File: src/rtl/mag_sq_acc.sv
// Complex magnitude-squared (re^2 + im^2) with optional frame accumulation.
// Pipeline: squares -> sum -> accumulate/output register, all gated by one advance enable.
module mag_sq_acc #(
  parameter int DW     = 16,
  parameter int ACC_W  = 40,
  parameter int LEN_W  = 10,
  parameter int SIGNED = 1
) (
  input  logic             i_clk,
  input  logic             i_rst_n,
  input  logic [2*DW-1:0]  i_data,
  input  logic             i_data_valid,
  output logic             o_data_ready,
  input  logic             i_mode,
  input  logic [LEN_W-1:0] i_acc_len,
  output logic [ACC_W-1:0] o_data,
  output logic             o_data_valid,
  output logic             o_data_last,
  output logic             o_overflow,
  input  logic             i_data_ready
);
  localparam int PW = 2*DW + 1;

  logic             advance;
  logic             accept;

  logic [LEN_W-1:0] in_cnt_q, in_cnt_d;
  logic             mode_q, mode_d;
  logic [LEN_W-1:0] len_q, len_d;
  logic [LEN_W-1:0] beat_len;

  logic [DW-1:0]    re_mag, im_mag;
  logic [2*DW-1:0]  sq_re_q, sq_re_d;
  logic [2*DW-1:0]  sq_im_q, sq_im_d;
  logic             s1_valid_q;
  logic [LEN_W-1:0] s1_len_q;

  logic [PW-1:0]    p_q, p_d;
  logic             s2_valid_q;
  logic [LEN_W-1:0] s2_len_q;

  logic [LEN_W-1:0] acc_cnt_q, acc_cnt_d;
  logic [ACC_W-1:0] acc_q, acc_d, acc_base;
  logic             ovf_q, ovf_d, ovf_base;
  logic [ACC_W:0]   acc_sum;
  logic             frame_end;

  logic [ACC_W-1:0] out_data_q;
  logic             out_valid_q;
  logic             out_last_q;
  logic             out_ovf_q;

  assign advance      = !out_valid_q || i_data_ready;
  assign accept       = i_data_valid && advance;
  assign o_data_ready = advance;

  assign o_data       = out_data_q;
  assign o_data_valid = out_valid_q;
  assign o_data_last  = out_last_q;
  assign o_overflow   = out_ovf_q;

  // Mode and length come from the first beat of a frame; mode 0 is a frame of one beat.
  always_comb begin
    mode_d = mode_q;
    len_d  = len_q;
    if (in_cnt_q == '0) begin
      mode_d = i_mode;
      len_d  = i_acc_len;
    end
    beat_len = mode_d ? len_d : '0;
    in_cnt_d = (in_cnt_q == beat_len) ? '0 : in_cnt_q + LEN_W'(1);
  end

  // Squaring the magnitude keeps the multiplier unsigned; -(-2^(DW-1)) still fits in DW bits.
  always_comb begin
    re_mag = i_data[DW-1:0];
    im_mag = i_data[2*DW-1:DW];
    if (SIGNED != 0) begin
      if (i_data[DW-1])   re_mag = -i_data[DW-1:0];
      if (i_data[2*DW-1]) im_mag = -i_data[2*DW-1:DW];
    end
    sq_re_d = {{DW{1'b0}}, re_mag} * {{DW{1'b0}}, re_mag};
    sq_im_d = {{DW{1'b0}}, im_mag} * {{DW{1'b0}}, im_mag};
    p_d     = {1'b0, sq_re_q} + {1'b0, sq_im_q};
  end

  always_comb begin
    acc_base  = (acc_cnt_q == '0) ? '0 : acc_q;
    ovf_base  = (acc_cnt_q == '0) ? 1'b0 : ovf_q;
    acc_sum   = {1'b0, acc_base} + {1'b0, ACC_W'(p_q)};
    acc_d     = acc_sum[ACC_W] ? '1 : acc_sum[ACC_W-1:0];
    ovf_d     = ovf_base | acc_sum[ACC_W];
    frame_end = (acc_cnt_q == s2_len_q);
    acc_cnt_d = frame_end ? '0 : acc_cnt_q + LEN_W'(1);
  end

  always_ff @(posedge i_clk) begin
    if (!i_rst_n) begin
      in_cnt_q    <= '0;
      mode_q      <= 1'b0;
      len_q       <= '0;
      s1_valid_q  <= 1'b0;
      sq_re_q     <= '0;
      sq_im_q     <= '0;
      s1_len_q    <= '0;
      s2_valid_q  <= 1'b0;
      p_q         <= '0;
      s2_len_q    <= '0;
      acc_cnt_q   <= '0;
      acc_q       <= '0;
      ovf_q       <= 1'b0;
      out_data_q  <= '0;
      out_valid_q <= 1'b0;
      out_last_q  <= 1'b0;
      out_ovf_q   <= 1'b0;
    end else if (advance) begin
      s1_valid_q <= accept;
      if (accept) begin
        in_cnt_q <= in_cnt_d;
        mode_q   <= mode_d;
        len_q    <= len_d;
        sq_re_q  <= sq_re_d;
        sq_im_q  <= sq_im_d;
        s1_len_q <= beat_len;
      end
      s2_valid_q <= s1_valid_q;
      if (s1_valid_q) begin
        p_q      <= p_d;
        s2_len_q <= s1_len_q;
      end
      // Intermediate beats only update the accumulator; the closing beat is presented.
      out_valid_q <= s2_valid_q && frame_end;
      if (s2_valid_q) begin
        acc_q     <= acc_d;
        ovf_q     <= ovf_d;
        acc_cnt_q <= acc_cnt_d;
        if (frame_end) begin
          out_data_q <= acc_d;
          out_ovf_q  <= ovf_d;
          out_last_q <= 1'b1;
        end
      end
    end
  end

endmodule

File: config.mk
export PLATFORM = sky130hd
export DESIGN_NAME = mag_sq_acc
export DESIGN_NICKNAME = d
export VERILOG_FILES = /design/src/rtl/mag_sq_acc.sv
export SDC_FILE = /design/constraint.sdc
export NUM_CORES = 1
export LEC_CHECK = 0
export BUFFER_PORTS_ARGS = -buffer_cell sky130_fd_sc_hd__buf_2
export CAP_MARGIN = 20
export CORE_ASPECT_RATIO = 1.4
export CORE_MARGIN = 1
export CORE_UTILIZATION = 50
export CTS_CLUSTER_DIAMETER = 100
export DETAILED_ROUTE_END_ITERATION = 6
export GPL_TIMING_DRIVEN = 0
export HOLD_SLACK_MARGIN = 0.08
export PLACE_DENSITY = 0.69
export SYNTH_ARGS = -nofsm -noshare
export SYNTH_HDL_FRONTEND = slang
export SYNTH_SLANG_ARGS = --single-unit
File: constraint.sdc
create_clock -name i_clk -period 25.3 [get_ports i_clk]
set_input_delay 3.795 -clock i_clk [delete_from_list [all_inputs] [get_ports i_clk]]
set_output_delay 3.795 -clock i_clk [all_outputs]
set_load 0.1 [all_outputs]
After elaboration in Yosys (flattened, before gate mapping) --
Index checks and enable logic that the tools add are counted.
Operators by class: add/sub/neg operators 6, multiply operators 2, equal/unequal tests 2, multiplexer cells 10, bitwise operators 1, reduce and logical (&&, ||, !) cells 10
Operators by type and width (count):
- $mux 40 | 2
- $mul 16x16->32 | 2
- $add 40x33->41 | 1
- $mux 10 | 4
- $add 32x32->33 | 1
- $mux 16 | 2
- $neg 16->16 | 2
- $add 10x1->10 const B | 2
- $eq 10x10->1 | 2
- $logic_not 10->1 | 2
- $reduce_and 2->1 | 3
- $reduce_and 3->1 | 1
- $logic_and 1x1->1 | 2
- $mux 1 | 2
- $logic_not 1->1 | 1
- $logic_or 1x1->1 | 1
- $or 1x1->1 | 1
Word-level totals: flip-flop bits (word level) 234, input port bits 47, output and inout bits 44

Depth between registers and ports, before layout --
Gate-level depths: netlist (run 1).
word-level depth 5, mapped depth 32, depth with buffers taken out 30

Least setup slack after synthesis (run 1) --
OpenSTA, ideal clock, no wires.
path kind input port to flip-flop, from input port i_data[0], to register sq_re_q[31], arrival 11.454 ns, required time 25.180 ns, path slack 13.726 ns, stages on the path 29, path through inv_1 -> clkbuf_1 -> ha_1 -> or3b_2 -> o41ai_1 -> xor2_1 -> clkinv_1 -> nand2_1 -> inv_1 -> fa_1 -> inv_1 -> fa_1 -> inv_1 -> fa_1 -> fa_1 -> fa_1 -> inv_1 -> fa_1 -> inv_1 -> ha_1 -> and2_1 -> a221o_1 -> a41o_1 -> a2111oi_4 -> nor2_2 -> a31oi_4 -> o21ai_1 -> and4_1 -> o31a_1
On the way: cells in the longest elaborated chain, start to end 3
RTL lines:
- start, declared | line 11 | input logic [2*DW-1:0] i_data,
- $neg 16->16 | line 79 | if (i_data[DW-1]) re_mag = -i_data[DW-1:0];
- $mux 16 (*) | line 79
- $mul 16x16->32 (*) | line 82 | sq_re_d = {{DW{1'b0}}, re_mag} * {{DW{1'b0}}, re_mag};
- end signal, assigned | line 122 | sq_re_q <= sq_re_d;
- end, declared | line 33 | logic [2*DW-1:0] sq_re_q, sq_re_d;
Every way passes the cells marked *; elsewhere a longest branch is shown, timed or not. A chain may end at the register's enable or synchronous reset.

Worst setup path after layout (run 1) --
from input port i_data[0], to register sq_re_q[26]
The elaborated chain is that of the path after synthesis.

==> results of run 1 <==
## cells by family after synthesis
logic type	Yosys count	share of synthesized area, %
buffers and inverters	628	8.97
DFF	232	17.5
other	2	0.0283
adders and majority gates	590	37.0
AOI/OAI and AO/OA	638	14.7
xor gates and xnor gates	185	6.22
muxes	10	0.391
and+or+nand+nor	911	15.2
## layout make-up
type	count	area [µm²]	share of cell area (%)
multi-input combinational	2356	19600	68.2
sequential	232	4640	16.2
inverter	507	1900	6.62
tap	707	885	3.08
clock buffer	28	603	2.10
buffer	121	482	1.68
timing repair buffer	89	450	1.57
clock inverter	12	163	0.566
## sequential cells by signal, summed over array words and instances, names as in the netlist, 10 cells and up
name	count
sq_re_q	31
s2_len_q	10
o_data	40
sq_im_q	31
len_q	10
in_cnt_q	10
acc_cnt_q	10
p_q	33
s1_len_q	10
acc_q	40
## how the worst min path moves through the flow
stage                                        start                       end  slack (ns)  cells past startpoint
after floorplan           s1_len_q[0]$_SDFFE_PN0P_  s2_len_q[0]$_SDFFE_PN0P_        0.43                      2
after global placement    s1_len_q[3]$_SDFFE_PN0P_  s2_len_q[3]$_SDFFE_PN0P_        0.44                      2
after detailed placement  s1_len_q[0]$_SDFFE_PN0P_  s2_len_q[0]$_SDFFE_PN0P_        0.45                      2
after CTS                 s1_len_q[0]$_SDFFE_PN0P_  s1_len_q[0]$_SDFFE_PN0P_        0.46                      2
after global routing         len_q[5]$_SDFFE_PN0P_     len_q[5]$_SDFFE_PN0P_        0.48                      2
final                     s1_len_q[4]$_SDFFE_PN0P_  s2_len_q[4]$_SDFFE_PN0P_        0.45                      2
## worst min-delay path, stage by stage (launching register included)
cell and delay, ns:
dfxtp_1 0.31, nand2_1 0.05, a21oi_1 0.05
## cells in the final DEF (no fill, tap or decap), drive strengths merged, types with 8 or more instances in the layout
cell     count
o31ai       12
nand2b      15
o21ai      154
buf        107
a31oi       41
a2111oi      8
a21o        44
inv        495
and3        11
clkbuf     131
fa         328
xor2        72
a211oi      35
nor4         8
xnor2      113
o211ai      14
conb        22
nor2b       13
a21oi      255
o21a        12
and2        54
nor2       266
nor3        23
clkinv      20
nand3       58
nand2      397
ha         262
dfxtp      232
nand4       25
o21bai      11
## metrics by stage
stage | hold WS [ns] | setup WS (ns)
5_1_grt | 0.482 | 11.98
3_3_place_gp | 0.440 | 12.08
4_1_cts | 0.458 | 12.52
6_report | 0.455 | 12.53
3_5_place_dp | 0.446 | 11.97
2_1_floorplan | 0.432 | 13.73
## routing by layer
metal	global-route usage [%]	vias to the layer above
li1	-	10600
met3	2.11	182
met4	12.0	2
met2	51.5	517
met5	0	-
met1	29.4	10700
==> results.yml, run 1 <==
grt:
  grt_max_degree: 17
  grt_pass1_vias: 22800
  overflow: 0
  track_usage_pct: 26.6
  grt_first_pass_wirelength_mm: 115
  antenna_found_initial: 1
clocking:
  cts.sinks: 232
  cts.hold.buffers_added: 0
  cts_setup_buffers: 0
  htree_levels: 1
  cts_buffers: 22
  clkTransAtPathRegs_ns: 0.07
  cts.path.max_buffers: 3
  cts_resized: 0
  cts_tree: "yes"
  insertion_delay_ns: 0.55
  cts-root-buf: "clkbuf_16"
floorplan:
  die_x_um: 197
  fp.coreArea_um2: 52300
  die_height_um: 275
  start_util_pct: 50.8
  dieArea_um2: 54100
  rows: 99
  io_pins: 91
final_layout:
  fin_cells: 4052
  num_antenna_cells: 0
  final_area_um2: 28800
  layout.nets: 3966
  final_util_pct: 55.0
  syn2layout_area_growth_pct: 8.19
  nFillCells: 5005
  drive_above_1_share_pct: 5.14
timing:
  clock_skew_ns: 0.0166
  period_share_pct: 50.5
  slew_headroom_pct: 19.4
  setup_viol: 0
  worst_pin_slew_ns: 1.20
  slew_viol_final: 0
  fmax_mhz: 78.3
  final_hold_viol_count: 0
  fin_crit_ns: 12.77
  rsz0062_at_grt: "false"
  tns_ns: 0
placed_design:
  portBuffers: 87
  placement.cell_area_um2: 28000
  routabilityCongestion: 0.946
  placed_cells_incl_taps: 4012
  dpl.hpwl_mm: 58.2
routing:
  wl_met3_mm: 2.39
  highest_layer: "met5"
  drcViolationCount: 0
  wl_per_cell_um: 17.3
  wl_met2_mm: 37.5
  drt_iter0_markers: 1091
  wl_met1_mm: 27.0
  first_pass_iters: 5
  drt_wl_total_mm: 70.2
  drtAntennaViolNets: 0
  avgViaCountPerCell: 5.44
  dr_total_vias: 22000
logic_synthesis:
  yosys_warnings: 0
  synth_common_cells: "inv_1, nand2_1, fa_1"
  netlist_area_um2: 26600
  yosysMostFrequentCell: "inv_1"
  ys.flop_type: "dfxtp_1"
  synth_top_area_share_pct: 24.7
  ys_seq_area_share_pct: 17.5
  postSynthAreaPerCell_um2: 8.32
  syn_inst: 3196
  ys_seq_elements: 232
  synth_edf_count: 0
  synth_cell_types: 83
  yosysTopAreaCell: "fa_1"
  synthArstFlopShare_pct: 0
  yosys-top-cells-area: "fa_1, dfxtp_1, ha_1"
worst_setup_path:
  worstPathRequired_ns: 25.71
  reg2reg_depth: 18
  crit_path_end_kind: "flip-flop"
  endpoint: "sq_re_q[26]$_SDFFE_PN0P_"
  worstPathMaxFanout: 11
  crit_buf_inv: 9
  path_depth: 30
  path_delay_family: "adder cells"
  critPathSlowestCell: "xor2_1"
  slowest_delay_ns: 0.73
  reg2reg_slack_ns: 20.19
  arrival_ns: 13.19
  cp-startpoint: "i_data[0]"
  r2r_start: "acc_cnt_q[0]$_SDFFE_PN0P_"
  reg2reg_to: "acc_q[34]$_SDFFE_PN0P_"
  start_kind: "input port"
  worstSetupPathType: "input port to flip-flop"
hold_path:
  min_path_type: "flip-flop to flip-flop"
run:
  drv_cap: 0
outcome:
  outcome: "finished clean"
Power of run 1 is not shown: default switching activity piles up to over one toggle a cycle in this logic, so the estimate is an artifact.
==> run 2: changes to the inputs <==
--- a/config.mk
+++ b/config.mk
@@ -5,6 +5,7 @@
 export SDC_FILE = /design/constraint.sdc
 export NUM_CORES = 1
 export LEC_CHECK = 0
+export ABC_AREA = 1
 export BUFFER_PORTS_ARGS = -buffer_cell sky130_fd_sc_hd__buf_2
 export CAP_MARGIN = 20
 export CORE_ASPECT_RATIO = 1.4
@@ -14,7 +15,7 @@
 export DETAILED_ROUTE_END_ITERATION = 6
 export GPL_TIMING_DRIVEN = 0
 export HOLD_SLACK_MARGIN = 0.08
-export PLACE_DENSITY = 0.69
+export PLACE_DENSITY = 0.72
 export SYNTH_ARGS = -nofsm -noshare
 export SYNTH_HDL_FRONTEND = slang
 export SYNTH_SLANG_ARGS = --single-unit
==> constraint.sdc (replaced) <==
create_clock -name i_clk -period 10.3 [get_ports i_clk]
set_input_delay 1.545 -clock i_clk [delete_from_list [all_inputs] [get_ports i_clk]]
set_output_delay 1.545 -clock i_clk [all_outputs]
set_load 0.1 [all_outputs]
==> results.yml, run 2 <==
timing:
  clock_skew_ns: 0.0318
  finalWorstSetupSlack_ns: 0.905
  tns_ns: 0
  period_share_pct: 91.2
  worst_pin_slew_ns: 1.02
  slew_headroom_pct: 31.6
  setup_viol: 0
  fmax_mhz: 106
  slew_viol_final: 0
  fin_crit_ns: 9.40
  rsz0062_at_grt: "false"
  final_hold_viol_count: 0
outcome:
  outcome: "finished clean"
logic_synthesis:
  ys_seq_elements: 232
  synth_top_area_share_pct: 22.7
  ys.flop_type: "dfxtp_1"
  yosys_warnings: 0
  synthArstFlopShare_pct: 0
  yosysTopAreaCell: "fa_1"
  synth_common_cells: "inv_1, nand2_1, nor2_1"
  syn_inst: 4097
  synth_cell_types: 49
  postSynthAreaPerCell_um2: 7.06
  ys_seq_area_share_pct: 16.0
  netlist_area_um2: 28900
  synth_edf_count: 0
  yosys-top-cells-area: "fa_1, dfxtp_1, ha_1"
  yosysMostFrequentCell: "inv_1"
floorplan:
  die_x_um: 205
  start_util_pct: 50.4
  io_pins: 91
  die_height_um: 287
  dieArea_um2: 58900
  fp.coreArea_um2: 57400
  rows: 104
placed_design:
  dpl.hpwl_mm: 70.8
  routabilityCongestion: 0.999
  dp_slack_ns: 0.389
  portBuffers: 89
clocking:
  cts-root-buf: "clkbuf_16"
  insertion_delay_ns: 0.57
  cts.path.max_buffers: 3
  cts_tree: "yes"
  cts_buffers: 23
  clkTransAtPathRegs_ns: 0.07
  cts.hold.buffers_added: 0
  htree_levels: 1
  cts.sinks: 232
  cts_resized: 0
  cts_setup_buffers: 0
grt:
  grt_first_pass_wirelength_mm: 134
  track_usage_pct: 29.0
  antenna_found_initial: 0
  overflow: 0
  grt_max_degree: 17
  grt_pass1_vias: 26600
worst_setup_path:
  crit_path_end_kind: "flip-flop"
  reg2reg_to: "acc_q[27]$_SDFFE_PN0P_"
  worstPathRequired_ns: 10.75
  r2r_start: "acc_cnt_q[1]$_SDFFE_PN0P_"
  cp-startpoint: "i_data[0]"
  slowest_delay_ns: 0.69
  worstSetupPathType: "input port to flip-flop"
  worstPathMaxFanout: 11
  critPathSlowestCell: "xor2_1"
  path_common_cell: "fa_1"
  reg2reg_depth: 22
  reg2reg_slack_ns: 6.18
  start_kind: "input port"
  arrival_ns: 9.84
  endpoint: "sq_re_q[30]$_SDFFE_PN0P_"
final_layout:
  syn2layout_area_growth_pct: 7.67
  num_antenna_cells: 0
  layout_commonest_cell: "inv_1"
  layout.nets: 4868
  drive_above_1_share_pct: 5.37
  nFillCells: 5800
  final_cell_mix: "inv_1, nand2_1, nor2_1"
routing:
  first_pass_iters: 5
  avgViaCountPerCell: 5.17
  dr_total_vias: 25800
  drtAntennaViolNets: 0
  wl_per_cell_um: 16.7
  drt_iter0_markers: 1329
  drcViolationCount: 0
  drt_wl_total_mm: 83.2
run:
  drv_cap: 0
hold_path:
  min_path_type: "flip-flop to flip-flop"
-- run 2: changes by cell type after synthesis, moves of 28 or more --
cell	change
a21o_1	-28
and2_1	-52
o21ai_0	+135
nand2_1	+312
a211oi_1	-32
inv_1	+372
nor2_1	+325
xnor2_1	-82
nand3_1	+84
-- run 2: metrics by stage --
step	cell area (µm²)	instances	hold WS [ns]	util [%]
detailed placement	30400	4948	0.435	53.0
global route	31200	4990	0.470	54.3
CTS	31200	4990	0.451	54.3
global placement	30400	4948	0.434	53.0
floorplan	29000	4117	0.444	-
finish	31200	4990	0.446	54.3
-- run 2: worst min path at each step --
stage | startpoint | cells after the start | slack, ns | to
5_1_grt | o_data[36]$_SDFFE_PN0P_ | 2 | 0.47 | o_data[36]$_SDFFE_PN0P_
6_report | o_data[38]$_SDFFE_PN0P_ | 2 | 0.45 | o_data[38]$_SDFFE_PN0P_
4_1_cts | o_data[38]$_SDFFE_PN0P_ | 2 | 0.45 | o_data[38]$_SDFFE_PN0P_
3_3_place_gp | o_data[38]$_SDFFE_PN0P_ | 2 | 0.43 | o_data[38]$_SDFFE_PN0P_
3_5_place_dp | o_data[36]$_SDFFE_PN0P_ | 2 | 0.43 | o_data[36]$_SDFFE_PN0P_
2_1_floorplan | s2_len_q[1]$_SDFFE_PN0P_ | 2 | 0.44 | s2_len_q[1]$_SDFFE_PN0P_
-- run 2: kinds of logic (layout without fill, tap and decap cells) --
| group | after synthesis | after routing | synth area share, % |
|---|---|---|---|
| adders and majority gates | 590 | 590 | 34.0 |
| buffers and inverters | 979 | 1110 | 12.9 |
| DFF | 232 | 232 | 16.0 |
| and+or+nand+nor | 1579 | 1579 | 22.5 |
| other | 2 | 22 | 0.0260 |
| AOI/OAI and AO/OA | 610 | 610 | 11.4 |
| xor gates and xnor gates | 105 | 105 | 3.18 |
-- run 2: area by class of cell --
class	instances	area, µm²	area share, %
timing repair buffer	89	445	1.43
buffer	103	435	1.40
inverter	876	3290	10.6
sequential	232	4640	14.9
multi-input combinational	2906	20600	66.3
tap	742	928	2.98
clock inverter	16	173	0.554
clock buffer	26	597	1.92
-- run 2: critical path: cells and delay by family --
kind	cells	cell delay, ns
adders and majority gates	8	3.64
AOI/OAI and AO/OA	4	0.85
and+or+nand+nor	11	1.42
xor gates and xnor gates	1	0.69
buffers and inverters	8	1.67
-- run 2: routing by layer --
metal | part of all wire, % | routed length, µm | up-vias | track usage [%]
met5 | 0 | 0 | - | 0
met4 | 7.6 | 6320 | 0 | 18.7
met3 | 3.2 | 2690 | 243 | 2.01
met2 | 52 | 43600 | 595 | 55.6
li1 | - | - | 12900 | -
met1 | 37 | 30600 | 12100 | 30.1
Power of run 2 is left out for the same reason.
